File: src/rtl/apb_uart_stream_bridge.sv
// APB master that drives a 16750-style UART from byte streams: programs the
// UART after reset, then polls LSR and moves bytes between the streams and
// the UART's THR/RBR registers.

package apb_uart_stream_bridge_pkg;

  typedef struct packed {
    logic        psel;
    logic        penable;
    logic        pwrite;
    logic [31:0] paddr;
    logic [31:0] pwdata;
  } apb_req_t;

  typedef struct packed {
    logic [31:0] prdata;
    logic        pready;
    logic        pslverr;
  } apb_resp_t;

endpackage

// state      | meaning
// -----------+----------------------------------------------------------
// ST_INIT    | issuing the six configuration writes (index init_idx_q)
// ST_SERVICE | per completed transfer pick RBR read, THR write or LSR poll
//
// The APB phase (idle / SETUP / ACCESS) is carried by psel_q/penable_q.
module apb_uart_stream_bridge #(
  parameter type             apb_req_t  = apb_uart_stream_bridge_pkg::apb_req_t,
  parameter type             apb_resp_t = apb_uart_stream_bridge_pkg::apb_resp_t,
  parameter logic [31:0]     BaseAddr   = 32'h0,
  parameter logic [15:0]     ClkDiv     = 16'd27,
  parameter logic [7:0]      LcrVal     = 8'h03,
  parameter logic [7:0]      FcrVal     = 8'h07,
  parameter int unsigned     TxBurst    = 16
) (
  input  logic       clk_i,
  input  logic       rst_i,
  output apb_req_t   apb_req_o,
  input  apb_resp_t  apb_rsp_i,
  input  logic [7:0] tx_data_i,
  input  logic       tx_valid_i,
  output logic       tx_ready_o,
  output logic [7:0] rx_data_o,
  output logic       rx_valid_o,
  input  logic       rx_ready_i,
  output logic       init_done_o,
  output logic       err_o
);

  localparam int unsigned     CW        = $clog2(TxBurst + 1);
  localparam logic [CW-1:0]   BurstVal  = CW'(TxBurst);
  localparam logic [CW-1:0]   CreditOne = CW'(1);

  localparam logic [2:0] RegRbrThr = 3'd0;
  localparam logic [2:0] RegDll    = 3'd0;
  localparam logic [2:0] RegDlm    = 3'd1;
  localparam logic [2:0] RegIer    = 3'd1;
  localparam logic [2:0] RegFcr    = 3'd2;
  localparam logic [2:0] RegLcr    = 3'd3;
  localparam logic [2:0] RegLsr    = 3'd5;
  localparam logic [2:0] InitLast  = 3'd5;

  typedef enum logic {ST_INIT, ST_SERVICE} state_e;
  typedef enum logic [1:0] {OP_INIT_WR, OP_LSR_RD, OP_RBR_RD, OP_THR_WR} op_e;

  function automatic logic [31:0] reg_addr(input logic [2:0] idx);
    return BaseAddr + {27'd0, idx, 2'b00};
  endfunction

  // Init order: open divisor latch, divisor low/high, final LCR, FCR, IER.
  function automatic logic [2:0] init_reg(input logic [2:0] idx);
    case (idx)
      3'd0:    return RegLcr;
      3'd1:    return RegDll;
      3'd2:    return RegDlm;
      3'd3:    return RegLcr;
      3'd4:    return RegFcr;
      default: return RegIer;
    endcase
  endfunction

  function automatic logic [7:0] init_val(input logic [2:0] idx);
    case (idx)
      3'd0:    return 8'h80;
      3'd1:    return ClkDiv[7:0];
      3'd2:    return ClkDiv[15:8];
      3'd3:    return LcrVal;
      3'd4:    return FcrVal;
      default: return 8'h00;
    endcase
  endfunction

  state_e        state_q, state_d;
  op_e           op_q, op_d;
  logic [2:0]    init_idx_q, init_idx_d;
  logic          psel_q, psel_d;
  logic          penable_q, penable_d;
  logic          pwrite_q, pwrite_d;
  logic [31:0]   paddr_q, paddr_d;
  logic [31:0]   pwdata_q, pwdata_d;
  logic          tx_ready_q, tx_ready_d;
  logic [CW-1:0] credit_q, credit_d;
  logic          dr_q, dr_d;
  logic          rx_valid_q, rx_valid_d;
  logic [7:0]    rx_data_q, rx_data_d;
  logic          init_done_q, init_done_d;
  logic          err_q, err_d;
  logic          issue;

  logic          unused_prdata;
  assign unused_prdata = ^apb_rsp_i.prdata[31:8];

  // State and registered APB/stream outputs; reset abandons any transfer.
  always_ff @(posedge clk_i) begin
    if (rst_i) begin
      state_q     <= ST_INIT;
      op_q        <= OP_INIT_WR;
      init_idx_q  <= 3'd0;
      psel_q      <= 1'b0;
      penable_q   <= 1'b0;
      pwrite_q    <= 1'b0;
      paddr_q     <= '0;
      pwdata_q    <= '0;
      tx_ready_q  <= 1'b0;
      credit_q    <= '0;
      dr_q        <= 1'b0;
      rx_valid_q  <= 1'b0;
      rx_data_q   <= '0;
      init_done_q <= 1'b0;
      err_q       <= 1'b0;
    end else begin
      state_q     <= state_d;
      op_q        <= op_d;
      init_idx_q  <= init_idx_d;
      psel_q      <= psel_d;
      penable_q   <= penable_d;
      pwrite_q    <= pwrite_d;
      paddr_q     <= paddr_d;
      pwdata_q    <= pwdata_d;
      tx_ready_q  <= tx_ready_d;
      credit_q    <= credit_d;
      dr_q        <= dr_d;
      rx_valid_q  <= rx_valid_d;
      rx_data_q   <= rx_data_d;
      init_done_q <= init_done_d;
      err_q       <= err_d;
    end
  end

  // Advance the APB phase, absorb a completed transfer, then choose the next one.
  always_comb begin
    state_d     = state_q;
    op_d        = op_q;
    init_idx_d  = init_idx_q;
    psel_d      = psel_q;
    penable_d   = penable_q;
    pwrite_d    = pwrite_q;
    paddr_d     = paddr_q;
    pwdata_d    = pwdata_q;
    tx_ready_d  = 1'b0;
    credit_d    = credit_q;
    dr_d        = dr_q;
    rx_valid_d  = rx_valid_q;
    rx_data_d   = rx_data_q;
    init_done_d = init_done_q;
    err_d       = err_q;
    issue       = 1'b0;

    // Consume first so that a byte landing in the same cycle replaces it.
    if (rx_valid_q && rx_ready_i) begin
      rx_valid_d = 1'b0;
    end

    if (!psel_q) begin
      issue = 1'b1;
    end else if (!penable_q) begin
      penable_d = 1'b1;
    end else if (apb_rsp_i.pready) begin
      issue = 1'b1;
      if (apb_rsp_i.pslverr) begin
        err_d = 1'b1;
      end
      case (op_q)
        OP_INIT_WR: begin
          if (init_idx_q == InitLast) begin
            state_d     = ST_SERVICE;
            init_done_d = 1'b1;
          end else begin
            init_idx_d = init_idx_q + 3'd1;
          end
        end
        OP_LSR_RD: begin
          if (apb_rsp_i.pslverr) begin
            dr_d = 1'b0;
          end else begin
            dr_d = apb_rsp_i.prdata[0];
            // THRE=0 keeps the credit: the FIFO can only have drained since.
            if (apb_rsp_i.prdata[5]) begin
              credit_d = BurstVal;
            end
          end
        end
        OP_RBR_RD: begin
          dr_d = 1'b0;
          if (!apb_rsp_i.pslverr) begin
            rx_valid_d = 1'b1;
            rx_data_d  = apb_rsp_i.prdata[7:0];
          end
        end
        OP_THR_WR: begin
          if (credit_q != '0) begin
            credit_d = credit_q - CreditOne;
          end
        end
        default: ;
      endcase
    end

    if (issue) begin
      psel_d    = 1'b1;
      penable_d = 1'b0;
      pwdata_d  = '0;
      if (state_d == ST_INIT) begin
        op_d     = OP_INIT_WR;
        pwrite_d = 1'b1;
        paddr_d  = reg_addr(init_reg(init_idx_d));
        pwdata_d = {24'd0, init_val(init_idx_d)};
      end else if (dr_d && !rx_valid_d) begin
        op_d     = OP_RBR_RD;
        pwrite_d = 1'b0;
        paddr_d  = reg_addr(RegRbrThr);
      end else if ((credit_d != '0) && tx_valid_i) begin
        op_d       = OP_THR_WR;
        pwrite_d   = 1'b1;
        paddr_d    = reg_addr(RegRbrThr);
        pwdata_d   = {24'd0, tx_data_i};
        tx_ready_d = 1'b1;
      end else begin
        op_d     = OP_LSR_RD;
        pwrite_d = 1'b0;
        paddr_d  = reg_addr(RegLsr);
      end
    end
  end

  // Pack the registered request fields into the bus struct.
  always_comb begin
    apb_req_o         = '0;
    apb_req_o.psel    = psel_q;
    apb_req_o.penable = penable_q;
    apb_req_o.pwrite  = pwrite_q;
    apb_req_o.paddr   = paddr_q;
    apb_req_o.pwdata  = pwdata_q;
  end

  assign tx_ready_o  = tx_ready_q;
  assign rx_valid_o  = rx_valid_q;
  assign rx_data_o   = rx_data_q;
  assign init_done_o = init_done_q;
  assign err_o       = err_q;

endmodule

File: config.mk
export PLATFORM = sky130hd
export DESIGN_NAME = apb_uart_stream_bridge
export DESIGN_NICKNAME = d
export VERILOG_FILES = /design/src/rtl/apb_uart_stream_bridge.sv
export SDC_FILE = /design/constraint.sdc
export NUM_CORES = 1
export LEC_CHECK = 0
export ABC_AREA = 1
export BUFFER_PORTS_ARGS = -buffer_cell sky130_fd_sc_hd__buf_2
export CORE_MARGIN = 5
export CORE_UTILIZATION = 45
export DETAILED_ROUTE_END_ITERATION = 8
export PLACE_DENSITY_LB_ADDON = 0.25
export SYNTH_ARGS = -nofsm -noshare
export SYNTH_HDL_FRONTEND = slang
export SYNTH_SLANG_ARGS = --single-unit
File: constraint.sdc
create_clock -name clk_i -period 2.3 [get_ports clk_i]
set_input_delay 0.46 -clock clk_i [delete_from_list [all_inputs] [get_ports clk_i]]
set_output_delay 0.46 -clock clk_i [all_outputs]
set_load 0.01 [all_outputs]
Word level (Yosys, flattened, before mapping)
Index checks and enable logic that the tools add are counted.

word-level totals
  logic and storage cells = 86
  output and inout bits = 79
  input bits = 46
  flip-flop bits (word level) = 91

cells by class
  add/sub/neg operators = 2
  bitwise logic cells = 3
  equal/unequal tests = 7
  reduce and logical (&&, ||, !) cells = 14
  mux-type cells = 45

operators by type and width
  kind                 number
  $mux 5               9
  $pmux 8 s4           1
  $mux 8               3
  $mux 1               21
  $mux 3               5
  $pmux 5 s2           1
  $reduce_and 5->1     2
  $reduce_bool 5->1    2
  $eq 3x3->1 const B   2
  $mux 2               3
  $pmux 2 s3           1
  $sub 5x1->5 const B  1
  $eq 2x2->1 const B   2
  $reduce_and 4->1     1
  $reduce_or 2->1      2
  $add 3x1->3 const B  1
  $eq 3x1->1 const B   1
  $eq 3x2->1 const B   1
  $logic_and 1x1->1    3
  $logic_not 3->1      1
  $not 1->1            3
  $reduce_or 3->1      1
  $eq 2x1->1 const B   1
  $logic_not 2->1      1
  2 further kinds      2

Logic depth before layout (Yosys ltp)
Gate-level depths: netlist (run 1).

  depth in word-level cells = 11
  mapped depth = 15
  depth with buffers taken out = 15

Worst setup path before layout (run 1)
OpenSTA, ideal clock, no wires.

  path kind = register to register
  from = reg op_q[1]
  to = reg op_q[1]
  slack = 0.617 ns
  period minus slack after synthesis = 1.683 ns
  buffers on the path = 0
  data arrival time = 1.571 ns
  library setup time = 0.111 ns
  required time = 2.189 ns
  stages on the path, launching flop included = 14
  cell sequence = dfxtp_1 inv_1 ha_1 nor2_2 nor2_4 nand2_1 a21oi_2 nor2_4 nor2_4 nand2_4 nand2_4 nand2_2 nand3_2 nand2_2

on the way
  longest elaborated chain between the ends = 10
  elaborated cells between the ends (all ways) = 27
  those cells by class = 3 x eq/ne; 19 x mux; 5 x reduce/logical

RTL lines
  item                                      line  RTL
  start, declared                           96    op_e op_q, op_d;
  start signal, assigned                    135   op_q <= op_d;
  $eq 2x2->1 or $eq 2x1->1 (tied branches)  185   case (op_q)
  $pmux 5 s2                                185
  $mux 5                                    180   end else if (apb_rsp_i.pready) begin
  $mux 5                                    178   end else if (!penable_q) begin
  $mux 5                                    176   if (!psel_q) begin
  $reduce_bool 5->1                         234   end else if ((credit_d != '0) && tx_valid_i) begin
  $logic_and 1x1->1                         234
  $mux 2                                    234
  $mux 2                                    230   end else if (dr_d && !rx_valid_d) begin
  $mux 2 (*)                                225   if (state_d == ST_INIT) begin

Mark *: on every way between the ends. The rest lies on a longest branch, timed or not.
A chain may end at the register's enable or synchronous reset.

Worst setup path after layout (run 1)
Same ends and word-level chain as after synthesis.

==> impl_metrics.json, run 1 <==
{
  "place_congestion": 0.767,
  "start_kind": "flop",
  "wl_per_cell_um": 10.9,
  "dieArea_um2": 6770,
  "ios": 125,
  "ant_nets": 0,
  "die_y_um": 82.3,
  "clock_power_share_pct": 36.3,
  "synth_compound_area_share_pct": 8.83,
  "grt_overflow": 0,
  "yosys-top-cells-count": "buf_4 (57), nor2_1 (44), nand2_1 (43)",
  "grt_usage_pct": 14.2,
  "hold_path.class": "in2reg",
  "tns_ns": 0,
  "area_growth_pct": 7.13,
  "synth_cell_types": 31,
  "clock_latency_ns": 0.29,
  "dp_cells": 415,
  "required_ns": 2.49,
  "ir_drop_mv": 0.335,
  "diodes": 0,
  "post_cts_resized": 0,
  "dr.first_iter.drc_count": 54,
  "endpoint_kind": "flop",
  "first_global_vias": 1706,
  "core_area_um2": 5110,
  "min_period_over_period_pct": 84.5,
  "drv_slew": 0,
  "die_x_um": 82.3,
  "synth_seq_cells": 38,
  "wirelength_um": 4600,
  "muxShareOfSynthArea_pct": 0,
  "synth_flop_cell": "dfxtp_1",
  "synth_top_family_by_area": "simple AND/OR/NAND/NOR gates",
  "cellLeakagePower_nw": 1.23,
  "rsz0062_at_grt": "false",
  "switching_share_pct": 26.0,
  "nFillCells": 537,
  "initial_core_util_pct": 46.1,
  "numPortBuffers": 47,
  "p_sw_w": 0.000334,
  "path_clk_slew_ns": 0.08,
  "first_pass_iters": 4,
  "fin_skew_ns": 0.0107,
  "status": "finished, final reports clean",
  "crit_arrival_ns": 2.13,
  "row_count": 26,
  "yosys_warnings": 0,
  "synthCells": 307,
  "power_density_nw_per_um2": 510,
  "area.sequential_um2": 761,
  "cts_tree": "done",
  "yosysMostFrequentCell": "buf_4",
  "ctsHoldBuffers": 0,
  "multiInputGateArea_um2": 1230,
  "crit_path_max_fanout": 8,
  "syn_area_per_cell_um2": 7.66,
  "layout_min_cycle_time_ns": 1.94,
  "grt_pass1_wl_um": 7450,
  "seq_area_frac_synth_pct": 32.3,
  "finalSetupViolCount": 0,
  "hold_viol": 0,
  "clock-sinks": 38,
  "yosys.area_share.simple_pct": 30.8,
  "synth_xor_area_share_pct": 0.691,
  "yosys.area.top_type_share_pct": 32.3,
  "drc_errors": 0,
  "p_seq_share_pct": 52.9,
  "post_cts_buffers": 0,
  "cts_made_buffers": 5,
  "synthAdderAreaFrac_pct": 3.72,
  "clockBufferDepth": 2,
  "vias": 1841,
  "instances_no_fill": 423,
  "yosysTopAreaCell": "dfxtp_1",
  "syn_area_um2": 2350,
  "synthTopCellsByArea": "dfxtp_1 (32%), buf_4 (18%), nor2_1 (7.0%)",
  "cap_violations": 0,
  "grt_max_degree": 19,
  "fmax_mhz": 515,
  "p_comb_share_pct": 10.8,
  "post-dp-hpwl_um": 3610,
  "async_flop_share_pct": 0,
  "post_drt_via_cell_ratio": 4.35,
  "drive_above_1_share_pct": 25.8,
  "cts-root-buf": "clkbuf_8",
  "synth-edff-count": 0,
  "crit_type": "reg2reg",
  "fin_nets": 405,
  "htreeDepth": 2,
  "p_int_w": 0.000951,
  "grt_antenna_before_repair": 0
}
-- worst paths after layout --
kind	from	to	slack (ns)	cells after the start
worst max-delay path	op_q[1]	op_q[1]	0.36	12
worst min register to register	pwdata_q[6]	pwdata_q[6]	0.45	2
worst max register to register	op_q[1]	op_q[1]	0.36	12
worst min-delay path	tx_data_i[6]	pwdata_q[6]	0.36	3
-- metal layers --
layer | routed length [um] | GRT usage, % | part of all wire [%]
met1 | 2010 | 17.3 | 44
met2 | 2140 | 23.7 | 47
met3 | 403 | 4.34 | 8.8
met4 | 44 | 4.49 | 0.96
met5 | 0 | 0 | 0
-- power groups by stage --
stage / sequential (W) / clock (W) / combinational [W]
floorplan: 0.000699 / 0 / 0.000160
global route: 0.000681 / 0.000523 / 0.000157
CTS: 0.000680 / 0.000489 / 0.000137
finish: 0.000680 / 0.000466 / 0.000138
global placement: 0.000695 / 0 / 0.000136
detailed placement: 0.000695 / 0 / 0.000136
-- metrics by stage --
step | cell area, um^2 | util (%) | power [W] | hold slack (ns) | setup WS, ns
2_1_floorplan | 2550 | - | 0.000859 | 0.466 | 0.617
3_3_place_gp | 2430 | 47.6 | 0.000831 | 0.435 | 0.374
3_5_place_dp | 2430 | 47.6 | 0.000831 | 0.439 | 0.367
4_1_cts | 2520 | 49.3 | 0.00131 | 0.351 | 0.358
5_1_grt | 2520 | 49.3 | 0.00136 | 0.361 | 0.190
6_report | 2520 | 49.3 | 0.00128 | 0.358 | 0.356
-- critical path, cell delays in order, from the launching register on --
cell and delay [ns]:
dfxtp_1 0.39, ha_1 0.36, nor2_2 0.08, nor2_4 0.18, nand2_1 0.09, a21oi_2 0.20, nor2_4 0.06, nor2_4 0.12
nand2_4 0.09, nand2_4 0.10, nand2_2 0.05, nand3_2 0.06, nand2_2 0.04
-- cell type report --
type                            count  share of cell area [%]
Multi-Input combinational cell    233                    49.0
Tap cell                           70                    3.48
Inverter                           26                    4.07
Sequential cell                    38                    30.2
Clock inverter                      1                   0.199
Clock buffer                        7                    3.43
Timing Repair Buffer               48                    9.63
-- flip-flops by register name, indices dropped and copies added (netlist names) --
register     cells
tx_ready_o       1
err_o            1
init_done_o      1
state_q          1
rx_valid_o       1
paddr_q          3
pwdata_q         8
op_q             2
rx_data_o        8
pwrite_q         1
psel_q           1
credit_q         5
penable_q        1
init_idx_q       3
dr_q             1
-- cell usage in the layout, fill, tap and decap left out --
master and n:
conb_1 53, nand2_2 6, nand3_2 3, nand3_4 3
o21ai_0 13, nor2_4 9, a21oi_4 1, nor2_1 44
o21ai_1 4, ha_1 7, a21oi_2 1, xor2_2 1
o21ai_2 1, nand4_1 11, buf_4 1, nand2_1 43
inv_4 1, clkbuf_1 1, a22oi_1 3, buf_2 47
nand2_4 3, inv_2 2, inv_1 21, a31oi_1 1
nand3_1 10, nor2_2 3, dfxtp_1 38, clkinv_2 3
clkbuf_8 6, nor3_1 1, a21oi_1 12
-- cells by family (layout without fill, tap and decap cells) --
family	Yosys count	after routing
fa+ha+maj	7	7
buf+inv	88	82
simple gates	136	136
flops	38	38
xor+xnor	1	1
other cells	1	53
compound gates	36	36
No activity file was read; power rests on OpenSTA's default activity.
==> run 2, diff against run 1 <==
Clock period 2.3 ns to 1.9 ns, I/O delays scaled along.
==> run 2 against run 1 <==
Net effect:
- clock power grew 75%
- cell count grew 1.2%
- clock skew shrank 0.0024 ns
- die area is the same
- power grew 41%
- largest power group unchanged
==> impl_metrics.json, run 2 (same netlist as run 1, synthesis figures left out) <==
{
  "status": "finished, final reports clean",
  "ctsHoldBuffers": 0,
  "timing.final.ws_setup_ns": 0.136,
  "power_w": 0.00181,
  "fin_skew_ns": 0.00823,
  "wirelength_um": 4580,
  "area_growth_pct": 12.8,
  "power_density_nw_per_um2": 681,
  "wl_per_cell_um": 10.7,
  "cellLeakagePower_nw": 1.29,
  "crit_path_max_fanout": 8,
  "required_ns": 2.08,
  "cts-root-buf": "clkbuf_8",
  "initial_core_util_pct": 46.1,
  "dieArea_um2": 6770,
  "grt_max_degree": 19,
  "drc_errors": 0,
  "rrSetupSlack_ns": 0.14,
  "grt_antenna_before_repair": 0,
  "row_count": 26,
  "start_kind": "flop",
  "cp_common_cell": "nor2_4",
  "clock_latency_ns": 0.29,
  "ir_drop_mv": 0.470,
  "path_clk_slew_ns": 0.07,
  "grt_pass1_wl_um": 6980,
  "die_y_um": 82.3,
  "slowest_stage": "dfxtp_2",
  "cap_violations": 0,
  "crit_arrival_ns": 1.94,
  "final_common_cell": "conb_1",
  "crit_path_cell_trace": "inv_1 -> ha_4 -> nor2_2 -> nor2_4 -> nand2_1 -> a21oi_2 -> nor2_4 -> nor2_4 -> nand2_4 -> nand2_4 -> nand2_2 -> nand3_2 -> nand2_2",
  "post-dp-hpwl_um": 3620,
  "drive_above_1_share_pct": 29.1,
  "first_pass_iters": 4,
  "core_area_um2": 5110,
  "place_congestion": 0.795,
  "crit_type": "reg2reg",
  "layout_common_cells": "conb_1 (53), buf_2 (47), nand2_1 (43), nor2_1 (43), dfxtp_1 (35)",
  "numPortBuffers": 47,
  "tns_ns": 0,
  "layout_min_cycle_time_ns": 1.76,
  "vias": 1855,
  "hold_path.class": "in2reg",
  "clockBufferDepth": 2,
  "die_x_um": 82.3,
  "finalSetupViolCount": 0,
  "post-place-ws_ns": 0.0275,
  "rsz0062_at_grt": "false",
  "diodes": 0,
  "cts_tree": "done",
  "min_period_over_period_pct": 92.9,
  "post_drt_via_cell_ratio": 4.33,
  "fmax_mhz": 567,
  "endpoint_kind": "flop",
  "grt_usage_pct": 13.2,
  "drv_slew": 0,
  "critical-path-max-stage-delay_ns": 0.34,
  "fin_nets": 410,
  "grt_overflow": 0,
  "dr.first_iter.drc_count": 74,
  "first_global_vias": 1641,
  "ant_nets": 0,
  "clock-sinks": 38,
  "hold_viol": 0,
  "cts_made_buffers": 5,
  "htreeDepth": 2,
  "ios": 125
}
[run 2: final timing paths]
| check | to | start | cells after the start |
|---|---|---|---|
| hold / removal | pwdata_q[6] | tx_data_i[6] | 3 |
| setup / recovery | op_q[1] | op_q[1] | 13 |
| setup reg to reg | op_q[1] | op_q[1] | 13 |
| hold reg to reg | pwdata_q[6] | pwdata_q[6] | 2 |
[run 2: per-stage QoR]
step	cells	area [um^2]	hold slack [ns]	util, %
3_3_place_gp	418	2450	0.436	48.0
5_1_grt	428	2650	0.298	52.0
6_report	428	2650	0.285	52.0
3_5_place_dp	418	2450	0.440	48.0
4_1_cts	426	2590	0.274	50.7
2_1_floorplan	359	2550	0.466	-
[run 2: final cells by class]
cell class              count  area [um^2]
multi-input cells         233         1280
clock buffers               5         68.8
well taps                  70         87.6
flip-flops and latches     38          767
inverters                  26          103
clock inverters             3         68.8
fillers                   510         2450
repair buffers             53          280
[run 2: worst max-delay path: cells and delay by family, from the launching register on]
kind / cells / cell delay [ns]
AO/OA/AOI/OAI: 1 / 0.21
adder cells (fa/ha/maj): 1 / 0.17
buffers and inverters: 1 / 0.11
flip-flops: 1 / 0.34
AND/OR/NAND/NOR: 10 / 0.82
[run 2: per-layer routing]
| metal | global-route usage (%) | wire length [um] |
|---|---|---|
| met5 | 0 | 0 |
| met4 | 3.49 | 38 |
| met3 | 4.56 | 394 |
| met2 | 22.6 | 2190 |
| met1 | 15.6 | 1960 |
[run 2: where the power goes]
part           switching, W  internal, W  leakage, nW  total, W
clock              0.000291     0.000526       0.0683  0.000817
sequential        0.0000103     0.000811        0.311  0.000822
combinational      0.000123    0.0000462        0.909  0.000169
[run 2: what timing repair did]
item                                   4_1_cts  5_1_grt
buffers inserted                             0        2
gates resized for setup                      0       11
setup endpoints to repair                    0       13
endpoints found under the hold margin        0        0
==> run 3, diff against run 2 <==
--- a/config.mk
+++ b/config.mk
@@ -8,8 +8,9 @@
 export ABC_AREA = 1
 export BUFFER_PORTS_ARGS = -buffer_cell sky130_fd_sc_hd__buf_2
+export CAP_MARGIN = 30
 export CORE_MARGIN = 5
 export CORE_UTILIZATION = 45
 export DETAILED_ROUTE_END_ITERATION = 8
-export PLACE_DENSITY_LB_ADDON = 0.25
+export PLACE_DENSITY = 0.8
 export SYNTH_ARGS = -nofsm -noshare
 export SYNTH_HDL_FRONTEND = slang
==> constraint.sdc (replaced) <==
create_clock -name clk_i -period 1.9 [get_ports clk_i]
set_input_delay 0.38 -clock clk_i [delete_from_list [all_inputs] [get_ports clk_i]]
set_output_delay 0.38 -clock clk_i [all_outputs]
set_load 0.02 [all_outputs]
==> run 3 against run 2 <==
Net effect:
- cell count rose by 0.70%
- cell area fell by 0.80%
- die area did not move
- count of clock-buffer cells in the layout rose by 2
- critical endpoint is now pwdata_q[0]
==> impl_metrics.json, run 3 (same netlist as run 1, synthesis figures left out) <==
{
  "status": "finished, final reports clean",
  "first_global_vias": 1749,
  "rsz0062_at_grt": "true",
  "post-dp-hpwl_um": 3790,
  "htreeDepth": 2,
  "fmax_mhz": 559,
  "numPortBuffers": 47,
  "die_x_um": 82.3,
  "cts_made_buffers": 5,
  "crit_path_max_fanout": 5,
  "wl_per_cell_um": 11.3,
  "required_ns": 2.08,
  "drv_slew": 0,
  "post_dp_cell_area_um2": 2470,
  "ios": 125,
  "drc_errors": 0,
  "grt_max_degree": 19,
  "nFillCells": 506,
  "first_pass_iters": 5,
  "hold_path.class": "in2reg",
  "layout_min_cycle_time_ns": 1.79,
  "crit_type": "reg2reg",
  "hold_ws_ns": 0.272,
  "path_clk_slew_ns": 0.08,
  "diodes": 0,
  "start_kind": "flop",
  "grt_overflow": 0,
  "place_congestion": 0.850,
  "drive_above_1_share_pct": 30.2,
  "crit_arrival_ns": 1.97,
  "area_growth_pct": 11.9,
  "clockBufferDepth": 2,
  "cts_tree": "done",
  "grt_antenna_before_repair": 0,
  "row_count": 26,
  "layout_common_cells": "conb_1 (53), buf_2 (47), nand2_1 (43), nor2_1 (43), dfxtp_1 (34)",
  "grt_pass1_wl_um": 7650,
  "vias": 1929,
  "clock-sinks": 38,
  "fin_nets": 413,
  "ir_drop_mv": 0.490,
  "fin_skew_ns": 0.00812,
  "power_w": 0.00164,
  "endpoint_kind": "flop",
  "power_density_nw_per_um2": 622,
  "cap_violations": 0,
  "wirelength_um": 4870,
  "cts-root-buf": "clkbuf_8",
  "grt_usage_pct": 14.4,
  "cellLeakagePower_nw": 1.27,
  "dr.first_iter.drc_count": 103,
  "post_drt_via_cell_ratio": 4.48,
  "final_area_um2": 2630,
  "die_y_um": 82.3,
  "min_period_over_period_pct": 94.1,
  "initial_core_util_pct": 46.1,
  "final_common_cell": "conb_1",
  "dieArea_um2": 6770,
  "finalSetupViolCount": 0,
  "clock_latency_ns": 0.29,
  "core_area_um2": 5110,
  "hold_viol": 0,
  "ant_nets": 0
}
[run 3: cell type report]
class | instances | area, um^2 | share of cell area, %
Multi-Input combinational cell | 233 | 1280 | 48.6
Sequential cell | 38 | 768 | 29.2
Timing Repair Buffer | 56 | 303 | 11.5
Inverter | 26 | 103 | 3.90
Tap cell | 70 | 87.6 | 3.33
Clock buffer | 7 | 86.3 | 3.28
Clock inverter | 1 | 5.00 | 0.190
[run 3: per-stage QoR]
| stage | std cells | util [%] | setup slack (ns) | setup TNS, ns |
|---|---|---|---|---|
| global placement | 420 | 48.3 | 0.0824 | 0 |
| CTS | 428 | 50.1 | 0.0376 | 0 |
| finish | 431 | 51.5 | 0.112 | 0 |
| global route | 431 | 51.5 | -0.0298 | -0.0595 |
| floorplan | 359 | - | 0.217 | 0 |
| detailed placement | 420 | 48.3 | 0.0475 | 0 |
[run 3: critical path, stage by stage (launching register included)]
cell     delay, ns
dfxtp_2       0.37
inv_1         0.06
ha_1          0.19
nand2_1       0.18
nand3_4       0.14
xor2_4        0.22
nor2_2        0.08
nor2_1        0.11
nand2_1       0.08
o21ai_1       0.14
a21oi_1       0.11
[run 3: timing repair]
action | CTS | global route
resized for setup | 0 | 14
hold buffers | 0 | 0
buffers inserted | 0 | 3
setup endpoints to repair | 0 | 12
[run 3: power by group]
part	leakage [nW]	total (W)	internal, W	switching (W)
combinational	0.914	0.000230	0.0000479	0.000182
sequential	0.311	0.000823	0.000811	0.0000117
clock	0.0482	0.000584	0.000293	0.000291
total	1.27	0.00164	0.00115	0.000484
[run 3: worst paths after layout]
kind	from	endpoint	slack [ns]	depth (start not counted)
setup / recovery	init_idx_q[1]	pwdata_q[0]	0.11	10
hold / removal	tx_data_i[5]	pwdata_q[5]	0.27	3
setup reg to reg	init_idx_q[1]	pwdata_q[0]	0.11	10
hold reg to reg	pwdata_q[5]	pwdata_q[5]	0.45	2
[run 3: routing by layer]
metal	GRT usage, %	share of wire (%)	vias to the layer above
met5	0	0	-
met4	4.32	0.84	0
met3	4.99	10	7
met2	25.0	49	83
met1	16.6	40	865
li1	-	-	974
